**config.mk**
```make
export PLATFORM = sky130hd
export DESIGN_NAME = control_unit_fft_iter_cfg_flat
export DESIGN_NICKNAME = d
export VERILOG_FILES = /design/src/rtl/control_unit_fft_iter_cfg_if.sv /design/src/rtl/control_unit_fft_iter_cfg.sv /design/src/flat_wrapper.sv
export SDC_FILE = /design/constraint.sdc
export NUM_CORES = 1
export LEC_CHECK = 0
export ABC_AREA = 1
export BUFFER_PORTS_ARGS = -buffer_cell sky130_fd_sc_hd__buf_2
export CAP_MARGIN = 20
export CORE_ASPECT_RATIO = 0.5
export CORE_UTILIZATION = 57
export CTS_BUF_LIST = sky130_fd_sc_hd__clkbuf_4 sky130_fd_sc_hd__clkbuf_8 sky130_fd_sc_hd__clkbuf_16
export DETAILED_ROUTE_END_ITERATION = 10
export PLACE_DENSITY_LB_ADDON = 0.12
export SLEW_MARGIN = 20
export SYNTH_ARGS = -nofsm -noshare
export SYNTH_HDL_FRONTEND = slang
export SYNTH_SLANG_ARGS = --single-unit
```
**constraint.sdc**
```tcl
create_clock -name CLK -period 4 [get_ports CLK]
set_input_delay 1.2 -clock CLK [delete_from_list [all_inputs] [get_ports CLK]]
set_output_delay 1.2 -clock CLK [all_outputs]
set_load 0.05 [all_outputs]
```
**src/rtl/control_unit_fft_iter_cfg_if.sv**
```systemverilog
// Bundle of control, status and index signals exchanged between the FFT
// top-level and the iterative-FFT sequencer. The slave side is the sequencer.
// STATE_DBG mirrors the sequencer state register for observation.
interface control_unit_fft_iter_cfg_if #(
  parameter int LayWL  = 4,
  parameter int ButtWL = 9
);
  logic              EN;
  logic              START;
  logic              ABORT;
  logic [LayWL-1:0]  LOG2N;
  logic              BUSY;
  logic              BUT_STROB;
  logic              RAM_EN_R;
  logic              RAM_EN_WR;
  logic              Wr;
  logic              ADDR_EN;
  logic              ADDR_RST;
  logic              LAY_EN;
  logic              LAST_LAY;
  logic              DONE;
  logic              CFG_ERR;
  logic [ButtWL-1:0] BUT_IDX;
  logic [LayWL-1:0]  LAY_IDX;
  logic [1:0]        STATE_DBG;

  // Request/response contract: START is a level sampled only while the
  // sequencer is idle (BUSY=0); it is accepted on that enabled edge and BUSY
  // rises after it. ABORT is sampled on every enabled edge while BUSY=1.
  // DONE and CFG_ERR are single-cycle registered responses.
  modport master (
    output EN, START, ABORT, LOG2N,
    input  BUSY, BUT_STROB, RAM_EN_R, RAM_EN_WR, Wr, ADDR_EN, ADDR_RST,
    input  LAY_EN, LAST_LAY, DONE, CFG_ERR, BUT_IDX, LAY_IDX, STATE_DBG
  );

  modport slave (
    input  EN, START, ABORT, LOG2N,
    output BUSY, BUT_STROB, RAM_EN_R, RAM_EN_WR, Wr, ADDR_EN, ADDR_RST,
    output LAY_EN, LAST_LAY, DONE, CFG_ERR, BUT_IDX, LAY_IDX, STATE_DBG
  );
endinterface

```
**src/rtl/control_unit_fft_iter_cfg.sv**
```systemverilog
// Iterative-FFT sequencer with runtime transform size. Steps through
// READ / WAIT(RD_LAT cycles) / WRITE for every butterfly of every layer of a
// 2^L-point transform, exporting layer/butterfly indices and RAM/address
// strobes. Supports abort, a completion pulse and illegal-size reporting.
module control_unit_fft_iter_cfg #(
  parameter int LAYERS = 10,
  parameter int LayWL  = 4,
  parameter int ButtWL = 9,
  parameter int RD_LAT = 1,
  parameter int DlyWL  = 3
) (
  input logic CLK,
  input logic RST,
  control_unit_fft_iter_cfg_if.slave bus
);

  typedef enum logic [1:0] {
    S_IDLE  = 2'd0,
    S_READ  = 2'd1,
    S_WAIT  = 2'd2,
    S_WRITE = 2'd3
  } state_t;

  localparam logic [LayWL-1:0] MAX_L     = LayWL'(LAYERS);
  localparam logic [DlyWL-1:0] WAIT_INIT = (RD_LAT > 0) ? DlyWL'(RD_LAT - 1) : '0;
  localparam bit               HAS_WAIT  = (RD_LAT > 0);

  state_t            state_q, state_d;
  logic [ButtWL-1:0] but_q, but_d;
  logic [LayWL-1:0]  lay_q, lay_d;
  logic [LayWL-1:0]  l_q, l_d;
  logic [DlyWL-1:0]  wait_q, wait_d;
  logic              done_q, done_d;
  logic              cfg_err_q, cfg_err_d;

  // Terminal values derived from the latched size, so indices never wrap.
  // When idle l_q may be 0; these compares are only consumed while busy.
  logic [LayWL-1:0]  l_m1;
  logic [ButtWL:0]   nb_full;
  logic [ButtWL-1:0] nb_m1;
  logic              last_but;
  logic              last_lay;
  logic              size_ok;

  assign l_m1     = l_q - LayWL'(1);
  assign nb_full  = (ButtWL + 1)'(1) << l_m1;
  assign nb_m1    = ButtWL'(nb_full - (ButtWL + 1)'(1));
  assign last_but = (but_q == nb_m1);
  assign last_lay = (lay_q == l_m1);
  assign size_ok  = (bus.LOG2N != '0) && (bus.LOG2N <= MAX_L);

  // State and counter registers; EN=0 freezes everything.
  always_ff @(posedge CLK or negedge RST) begin
    if (!RST) begin
      state_q   <= S_IDLE;
      but_q     <= '0;
      lay_q     <= '0;
      l_q       <= '0;
      wait_q    <= '0;
      done_q    <= 1'b0;
      cfg_err_q <= 1'b0;
    end else if (bus.EN) begin
      state_q   <= state_d;
      but_q     <= but_d;
      lay_q     <= lay_d;
      l_q       <= l_d;
      wait_q    <= wait_d;
      done_q    <= done_d;
      cfg_err_q <= cfg_err_d;
    end
  end

  // Next-state logic: ABORT wins over every transition out of a busy state.
  always_comb begin
    state_d   = state_q;
    but_d     = but_q;
    lay_d     = lay_q;
    l_d       = l_q;
    wait_d    = wait_q;
    done_d    = 1'b0;
    cfg_err_d = 1'b0;
    if (state_q != S_IDLE && bus.ABORT) begin
      state_d = S_IDLE;
      but_d   = '0;
      lay_d   = '0;
      wait_d  = '0;
    end else begin
      case (state_q)
        S_IDLE: begin
          if (bus.START) begin
            if (size_ok) begin
              l_d     = bus.LOG2N;
              but_d   = '0;
              lay_d   = '0;
              state_d = S_READ;
            end else begin
              cfg_err_d = 1'b1;
            end
          end
        end
        S_READ: begin
          wait_d  = WAIT_INIT;
          state_d = HAS_WAIT ? S_WAIT : S_WRITE;
        end
        S_WAIT: begin
          if (wait_q == '0) state_d = S_WRITE;
          else              wait_d  = wait_q - DlyWL'(1);
        end
        S_WRITE: begin
          if (!last_but) begin
            but_d   = but_q + ButtWL'(1);
            state_d = S_READ;
          end else if (!last_lay) begin
            but_d   = '0;
            lay_d   = lay_q + LayWL'(1);
            state_d = S_READ;
          end else begin
            but_d   = '0;
            lay_d   = '0;
            done_d  = 1'b1;
            state_d = S_IDLE;
          end
        end
        default: state_d = S_IDLE;
      endcase
    end
  end

  // Strobes decoded from the registered state only.
  assign bus.BUSY      = (state_q != S_IDLE);
  assign bus.BUT_STROB = (state_q == S_READ);
  assign bus.RAM_EN_R  = (state_q == S_READ);
  assign bus.RAM_EN_WR = (state_q == S_WRITE);
  assign bus.Wr        = (state_q == S_WRITE);
  assign bus.ADDR_EN   = (state_q == S_WRITE);
  assign bus.ADDR_RST  = (state_q == S_IDLE);
  assign bus.LAY_EN    = (state_q == S_WRITE) && last_but && !last_lay;
  assign bus.LAST_LAY  = (state_q != S_IDLE) && last_lay;
  assign bus.DONE      = done_q;
  assign bus.CFG_ERR   = cfg_err_q;
  assign bus.BUT_IDX   = but_q;
  assign bus.LAY_IDX   = lay_q;
  assign bus.STATE_DBG = state_q;

endmodule

```
**src/flat_wrapper.sv**
```systemverilog
// flat-port wrapper written by rule: the top's interface ports become plain ports
module control_unit_fft_iter_cfg_flat 
#(
  parameter int LAYERS = 10,
  parameter int LayWL  = 4,
  parameter int ButtWL = 9,
  parameter int RD_LAT = 1,
  parameter int DlyWL  = 3
)
  (CLK, RST, bus_EN, bus_START, bus_ABORT, bus_LOG2N, bus_BUSY, bus_BUT_STROB, bus_RAM_EN_R, bus_RAM_EN_WR, bus_Wr, bus_ADDR_EN, bus_ADDR_RST, bus_LAY_EN, bus_LAST_LAY, bus_DONE, bus_CFG_ERR, bus_BUT_IDX, bus_LAY_IDX, bus_STATE_DBG);
  control_unit_fft_iter_cfg_if #(.LayWL(LayWL), .ButtWL(ButtWL)) bus_i ();
  input logic CLK;
  input logic RST;
  input wire logic [$bits(bus_i.EN)-1:0] bus_EN;
  input wire logic [$bits(bus_i.START)-1:0] bus_START;
  input wire logic [$bits(bus_i.ABORT)-1:0] bus_ABORT;
  input wire logic [$bits(bus_i.LOG2N)-1:0] bus_LOG2N;
  output wire logic [$bits(bus_i.BUSY)-1:0] bus_BUSY;
  output wire logic [$bits(bus_i.BUT_STROB)-1:0] bus_BUT_STROB;
  output wire logic [$bits(bus_i.RAM_EN_R)-1:0] bus_RAM_EN_R;
  output wire logic [$bits(bus_i.RAM_EN_WR)-1:0] bus_RAM_EN_WR;
  output wire logic [$bits(bus_i.Wr)-1:0] bus_Wr;
  output wire logic [$bits(bus_i.ADDR_EN)-1:0] bus_ADDR_EN;
  output wire logic [$bits(bus_i.ADDR_RST)-1:0] bus_ADDR_RST;
  output wire logic [$bits(bus_i.LAY_EN)-1:0] bus_LAY_EN;
  output wire logic [$bits(bus_i.LAST_LAY)-1:0] bus_LAST_LAY;
  output wire logic [$bits(bus_i.DONE)-1:0] bus_DONE;
  output wire logic [$bits(bus_i.CFG_ERR)-1:0] bus_CFG_ERR;
  output wire logic [$bits(bus_i.BUT_IDX)-1:0] bus_BUT_IDX;
  output wire logic [$bits(bus_i.LAY_IDX)-1:0] bus_LAY_IDX;
  output wire logic [$bits(bus_i.STATE_DBG)-1:0] bus_STATE_DBG;
  assign bus_i.EN = bus_EN;
  assign bus_i.START = bus_START;
  assign bus_i.ABORT = bus_ABORT;
  assign bus_i.LOG2N = bus_LOG2N;
  assign bus_BUSY = bus_i.BUSY;
  assign bus_BUT_STROB = bus_i.BUT_STROB;
  assign bus_RAM_EN_R = bus_i.RAM_EN_R;
  assign bus_RAM_EN_WR = bus_i.RAM_EN_WR;
  assign bus_Wr = bus_i.Wr;
  assign bus_ADDR_EN = bus_i.ADDR_EN;
  assign bus_ADDR_RST = bus_i.ADDR_RST;
  assign bus_LAY_EN = bus_i.LAY_EN;
  assign bus_LAST_LAY = bus_i.LAST_LAY;
  assign bus_DONE = bus_i.DONE;
  assign bus_CFG_ERR = bus_i.CFG_ERR;
  assign bus_BUT_IDX = bus_i.BUT_IDX;
  assign bus_LAY_IDX = bus_i.LAY_IDX;
  assign bus_STATE_DBG = bus_i.STATE_DBG;
  control_unit_fft_iter_cfg #(.LAYERS(LAYERS), .LayWL(LayWL), .ButtWL(ButtWL), .RD_LAT(RD_LAT), .DlyWL(DlyWL)) u_core (.CLK(CLK), .RST(RST), .bus(bus_i));
endmodule
```
== Word-level counts from Yosys, hierarchy flattened ==
Index checks and enable logic that the tools add are counted.
Operators by class
  bitwise operators: 1
  equal/unequal tests: 10
  add/sub/neg operators: 5
  reduce and logical (&&, ||, !) cells: 17
  shifts and indexed selects: 1
  mux-type cells: 29
  order comparisons: 1
Operator list (number)
  9-bit two-way mux: 4
  4-bit two-way mux: 5
  9-bit one-hot mux with 2 select lines: 1
  2-bit two-way mux: 5
  5-bit AND reduction: 2
  9-bit by 1-bit adder with 9-bit output, second input constant: 1
  9-bit equality test: 1
  1-bit two-way mux: 9
  3-bit by 1-bit inequality test with 1-bit output, second input constant: 3
  1-bit by 4-bit left shift with 9-bit output, first input constant: 1
  9-bit by 1-bit subtractor with 9-bit output, second input constant: 1
  2-bit one-hot mux with 4 select lines: 1
  4-bit one-hot mux with 2 select lines: 1
  4-bit AND reduction: 2
  3-bit two-way mux: 2
  3-bit by 2-bit inequality test with 1-bit output, second input constant: 2
  3-bit one-hot mux with 2 select lines: 1
  3-bit nonzero test: 2
  1-bit logical AND: 5
  4-bit by 1-bit adder with 4-bit output, second input constant: 1
  2-bit equality test, second input constant: 2
  4-bit equality test: 1
  4-bit less-or-equal comparator, second input constant: 1
  4-bit nonzero test: 1
  other kinds (9): 9
Word-level totals
  logic and storage cells: 71
  bits of input ports: 9
  output and inout port bits: 26
  register bits after elaboration: 24

== Longest topological paths before layout ==
  depth in word-level cells: 7
  depth in mapped cells: 20
  mapped depth without buffers: 20

== Least setup slack after synthesis ==
Ideal clock, no wire load.
  path type: register -> output
  from: register u_core.l_q[0]
  to: output port bus_LAY_EN
  cell stages (with the launch flop): 17
  required time: 2.800 ns
  path slack: -0.492 ns
  arrival time: 3.292 ns
  cells stage by stage: dfrtp_1 -> inv_1 -> ha_1 -> inv_1 -> nand2_1 -> nand2_4 -> nor2_4 -> nand2_4 -> ha_1 -> xnor2_1 -> a21oi_1 -> nand2_1 -> nor2_1 -> nand2_1 -> nor2_4 -> nand2_4 -> nor3_1
Between the ends
  cells in the longest elaborated chain, start to end: 6
Ends and longest elaborated chain
  start, declared: line control_unit_fft_iter_cfg.sv:31  | logic [LayWL-1:0] l_q, l_d;
  start signal, assigned: line control_unit_fft_iter_cfg.sv:66  | l_q <= l_d;
  4-bit by 1-bit subtractor with 4-bit output (*): line control_unit_fft_iter_cfg.sv:45  | assign l_m1 = l_q - LayWL'(1);
  1-bit by 4-bit left shift with 9-bit output: line control_unit_fft_iter_cfg.sv:46  | assign nb_full = (ButtWL + 1)'(1) << l_m1;
  9-bit by 1-bit subtractor with 9-bit output: line control_unit_fft_iter_cfg.sv:47  | assign nb_m1 = ButtWL'(nb_full - (ButtWL + 1)'(1));
  9-bit equality test: line control_unit_fft_iter_cfg.sv:48  | assign last_but = (but_q == nb_m1);
  1-bit logical AND: line control_unit_fft_iter_cfg.sv:137  | assign bus.LAY_EN = (state_q == S_WRITE) && last_but && !last_lay;
  1-bit logical AND (*): line control_unit_fft_iter_cfg.sv:137
  end, declared: line flat_wrapper.sv:25  | output wire logic [$bits(bus_i.LAY_EN)-1:0] bus_LAY_EN;
Mark *: on every way between the ends. The rest lies on a longest branch, timed or not.

== Final worst setup path ==
  from: register u_core.l_q[1]
  to: output port bus_LAY_EN
Same word-level chain as after synthesis.

==> results.md <==
Synth:
- The net count after synthesis is 315.
- The number of enable-type register cells in the synthesized netlist is 0.
- The synthesis warning total is 0.
- The fraction of registers with async set/reset is 1.00.
- The post-synthesis cell count is about 290.
- Each instance of the synthesized netlist takes up on average roughly 7.4 um2.
- The most instantiated flip-flop cell in the synthesis netlist is sky130_fd_sc_hd__dfrtp_1.
- For this run, the register share of the synthesized area comes to 0.278.
- The combined area of all synthesized cells is approximately 2200 um2.
- Synthesis instantiated 34 different standard cells from the library.
- Synthesis inferred 24 register bits.

Global route:
- The number of global-route vias before repair was between 1500 and 2000.
- The aggregate global-route resource usage is 0.252.
- The initial antenna violation count is 0.
- The first-pass GRT wire length is 7.73 mm.
- The remaining global-route overflow is 0.
- Entering global routing, the biggest net connects 25 pins.

Run:
- Max-cap violations in this run came to 0.

Layout:
- The number of diodes is 0.
- Compared with the post-synthesis result, the final layout area differs by 17.3%.
- In the final layout, the share of cells above drive strength 1 is 0.259.
- The net total in the final layout is between 300 and 400.

STA:
- The final hold violation count is 0.
- The total count of max-transition violations in the final report is 0.
- The highest achievable clock rate is about 260 MHz.
- Setup total negative slack on the finished layout was measured at 0 ns.
- The worst-case hold slack is ~0.51 ns.
- For the pin with the worst max-slew slack, the measured transition is ~0.74 ns.
- Across the routed clock network, the largest skew measured is between 0.004 and 0.005 ns.
- The shortest period the worst path allows is 3.86 ns.
- The normalized max-slew margin is 0.508.
- Setup repair after global routing left no endpoint under its margin.
- Setup violations remaining at the end of the flow were counted as 0.
- The portion of the clock cycle consumed by the worst path in the final layout is 0.965.

Power:
- The proportion of total power due to net switching is 0.563.
- The worst voltage drop across the vdd grid is ~0.0005 V.
- The total power density per cell area is approximately 800 nW/um2.
- Of the total power, combinational logic draws 0.725.
- The internal power component is 0.904 mW.
- The sequential group share of total power is 0.168.
- Of the total power, the clock network draws 0.107.
- For this design the total switching power over the nets is between 1 and 1.5 mW.
- For this design the static power due to leakage is 1.29 nW.
- Overall power consumption after layout is estimated at between 2 and 2.5 mW.

Floorplanning:
- In this run the horizontal extent of the chip is about 89 um.
- The floorplan step defined a die boundary enclosing just over 4000 um2.
- The initial utilization of the core area, before any placement, comes to 0.612.
- The floorplan step set the die height to ~46 um.
- The core region is 3530 um2.
- The number of top-level pins is 35.
- The site row count is 15.

Placement:
- The wire-length estimate of the detail-placed layout is 3.74 mm.
- The count of port buffers added during placement is 34.
- At the end of routability-driven placement, the weighted congestion stood at 0.852.

Critical path:
- The delay of the slowest cell on the worst path is around 0.40 ns.
- The critical path launch point type is a flip-flop.
- The largest individual stage delay along the critical path comes from the cell sky130_fd_sc_hd__dfrtp_1.
- The kind of cell adding the most delay to the critical path is simple AND/OR/NAND/NOR gates.
- The maximum fanout count along the critical path is 7.
- The critical path goes through buf_4 > nor2_4 > nand2_1 > nand2_2 > nand2_4 > nand2_4 > ha_2 > xnor2_1 > a21oi_1 > nand2_1 > nor2_1 > nand2_1 > nor2_4 > nand2_4 > nor3_4 > buf_6.
- The worst setup path is captured at an output pin.
- Data on the critical path arrives at its endpoint at about 2.7 ns.
- The category of the most critical setup path is flip-flop to output pin.
- The count of cell instances traversed by the critical path is 16.
- The combined buffer and inverter count along the critical path is 2.
- The required time at the worst-slack endpoint is 2.80 ns.
- Measured in cells, the most critical reg-to-reg path has a length of 18.

Min path:
- The class of the most critical hold timing path is flip-flop to flip-flop.
- The cell count of the worst hold path is 2.

CTS:
- The clock passes through at most 2 buffers.
- The cell sitting at the root of the clock tree is a sky130_fd_sc_hd__clkbuf_8.
- The number of sinks driven by the clock tree is 24.
- The number of H-tree branching levels is 1.
- The number of hold buffers added after CTS was 0.
- The number of CTS-inserted buffers is 3.
- The clock edge transition at the registers on the reported setup and hold paths is about 0.090 ns.
- Clock latency on the worst-skew pair, taken at its later pin, is approximately 0.28 ns.
- The clock tree from TritonCTS is done.

Detailed routing:
- The DRC violation count after routing is 0.
- The via count normalized by instance count is 5.16.
- The routed layout has 1975 vias.
- The first detailed-routing pass took 4 iterations.
- The remaining antenna violation count is 0.
- After detailed routing, the average wire length per cell comes to 12.6 um.
- For this block, the initial DRC count from the detailed router was 42.
- The final wirelength is between 4 and 5 mm.

Outcome:
- The run finished with clean final reports.
metal layers:
layer	vias to the layer above	track usage	wire length [um]	share of wire
met5	-	0	0	0
met4	0	0.0381	26	0.0054
met3	5	0.0525	163	0.034
met2	40	0.443	2210	0.46
met1	903	0.332	2430	0.50
li1	1027	-	-	-
synth_stat cells (6+ instances only):
cell / number / area (um2)
sky130_fd_sc_hd__xor2_1: 11 / 96.3
sky130_fd_sc_hd__nand2_1: 69 / 259
sky130_fd_sc_hd__o21ai_0: 13 / 65.1
sky130_fd_sc_hd__nand4_1: 6 / 37.5
sky130_fd_sc_hd__a21oi_1: 12 / 60.1
sky130_fd_sc_hd__inv_1: 41 / 154
sky130_fd_sc_hd__nand3_1: 28 / 140
sky130_fd_sc_hd__dfrtp_1: 24 / 601
sky130_fd_sc_hd__ha_1: 15 / 188
sky130_fd_sc_hd__nor2_1: 13 / 48.8
sky130_fd_sc_hd__nor3_1: 7 / 35.0
state kept, by name, summed over array words and instances (netlist names):
register,count
u_core.l_q,4
u_core.bus.LAY_IDX,4
u_core.bus.BUT_IDX,9
u_core.wait_q,3
u_core.bus.STATE_DBG,2
u_core.bus.CFG_ERR,1
u_core.bus.DONE,1
cell usage in the layout, fill, tap and decap left out, drive strengths merged, types with 11 or more instances in the layout:
master | Yosys | layout
inv | 42 | 42
dfrtp | 24 | 24
xor2 | 11 | 11
buf | 4 | 42
nand2 | 81 | 81
a21oi | 13 | 13
o21ai | 19 | 19
ha | 15 | 15
nand3 | 31 | 31
nor2 | 23 | 23
path summary, 6_finish.rpt:
path	slack, ns	from	to
hold / removal	0.51	u_core.bus.DONE$_DFFE_PN0P_	u_core.bus.DONE$_DFFE_PN0P_
setup / recovery	0.14	u_core.l_q[1]$_DFFE_PN0P_	bus_LAY_EN
min in group asynchronous	0.89	RST	u_core.bus.BUT_IDX[4]$_DFFE_PN0P_
hold reg to reg	0.51	u_core.bus.DONE$_DFFE_PN0P_	u_core.bus.DONE$_DFFE_PN0P_
max in group asynchronous	2.74	RST	u_core.wait_q[2]$_DFFE_PN0P_
setup reg to reg	1.49	u_core.l_q[1]$_DFFE_PN0P_	u_core.bus.LAY_IDX[0]$_DFFE_PN0P_
cell type report:
class | count | area [um2]
fill | 295 | 993
sequential | 24 | 601
clock buffer | 3 | 41.3
tap | 51 | 63.8
inverter | 42 | 158
multi-input combinational | 220 | 1410
timing repair buffer | 42 | 236
clock inverter | 1 | 30.0
logic make-up (layout without fill, tap and decap cells):
| family | after synthesis | count (layout) | share of synthesized area |
|---|---|---|---|
| and+or+nand+nor | 153 | 153 | 0.378 |
| AOI/OAI and AO/OA | 39 | 39 | 0.112 |
| buffers and inverters | 47 | 88 | 0.0921 |
| xor gates and xnor gates | 13 | 13 | 0.0527 |
| adders and majority gates | 15 | 15 | 0.0869 |
| DFF | 24 | 24 | 0.278 |
stage by stage:
stage	utilization	worst slack [ns]	cell area [um2]	instances
global placement	0.677	0.257	2390	374
floorplan	-	0.141	2170	291
global route	0.718	0.00491	2530	383
CTS	0.703	0.0138	2480	380
detailed placement	0.677	0.178	2390	374
finish	0.718	0.140	2530	383
worst register-to-register path, cell delays in order, from the launching register on:
cell and delay, ns:
sky130_fd_sc_hd__dfrtp_1 0.40, sky130_fd_sc_hd__buf_4 0.16, sky130_fd_sc_hd__nor2_4 0.13, sky130_fd_sc_hd__nand2_1 0.10, sky130_fd_sc_hd__nand2_2 0.09, sky130_fd_sc_hd__nand2_4 0.10
sky130_fd_sc_hd__nand2_4 0.11, sky130_fd_sc_hd__ha_2 0.28, sky130_fd_sc_hd__xnor2_1 0.12, sky130_fd_sc_hd__a21oi_1 0.11, sky130_fd_sc_hd__nand2_1 0.06, sky130_fd_sc_hd__nor2_1 0.09
sky130_fd_sc_hd__nand2_1 0.09, sky130_fd_sc_hd__nor2_4 0.13, sky130_fd_sc_hd__nand2_4 0.10, sky130_fd_sc_hd__nand2_8 0.11, sky130_fd_sc_hd__nand2_8 0.08, sky130_fd_sc_hd__nand2_1 0.09
sky130_fd_sc_hd__o21ai_2 0.05
power groups by stage:
stage / clock network (mW) / registers, mW / logic (mW)
2_1_floorplan: 0 / 0.408 / 1.11
3_3_place_gp: 0 / 0.353 / 1.36
3_5_place_dp: 0 / 0.358 / 1.39
4_1_cts: 0.226 / 0.344 / 1.44
5_1_grt: 0.232 / 0.357 / 1.65
6_report: 0.222 / 0.348 / 1.50
repair_timing:
| item | CTS | global route |
|---|---|---|
| buffers inserted | 2 | 3 |
| resized for setup | 3 | 9 |
| endpoints found under the setup margin | 1 | 1 |
| pin swaps | 0 | 2 |
| cloned | 0 | 0 |
(Power assumes the default switching activity.)
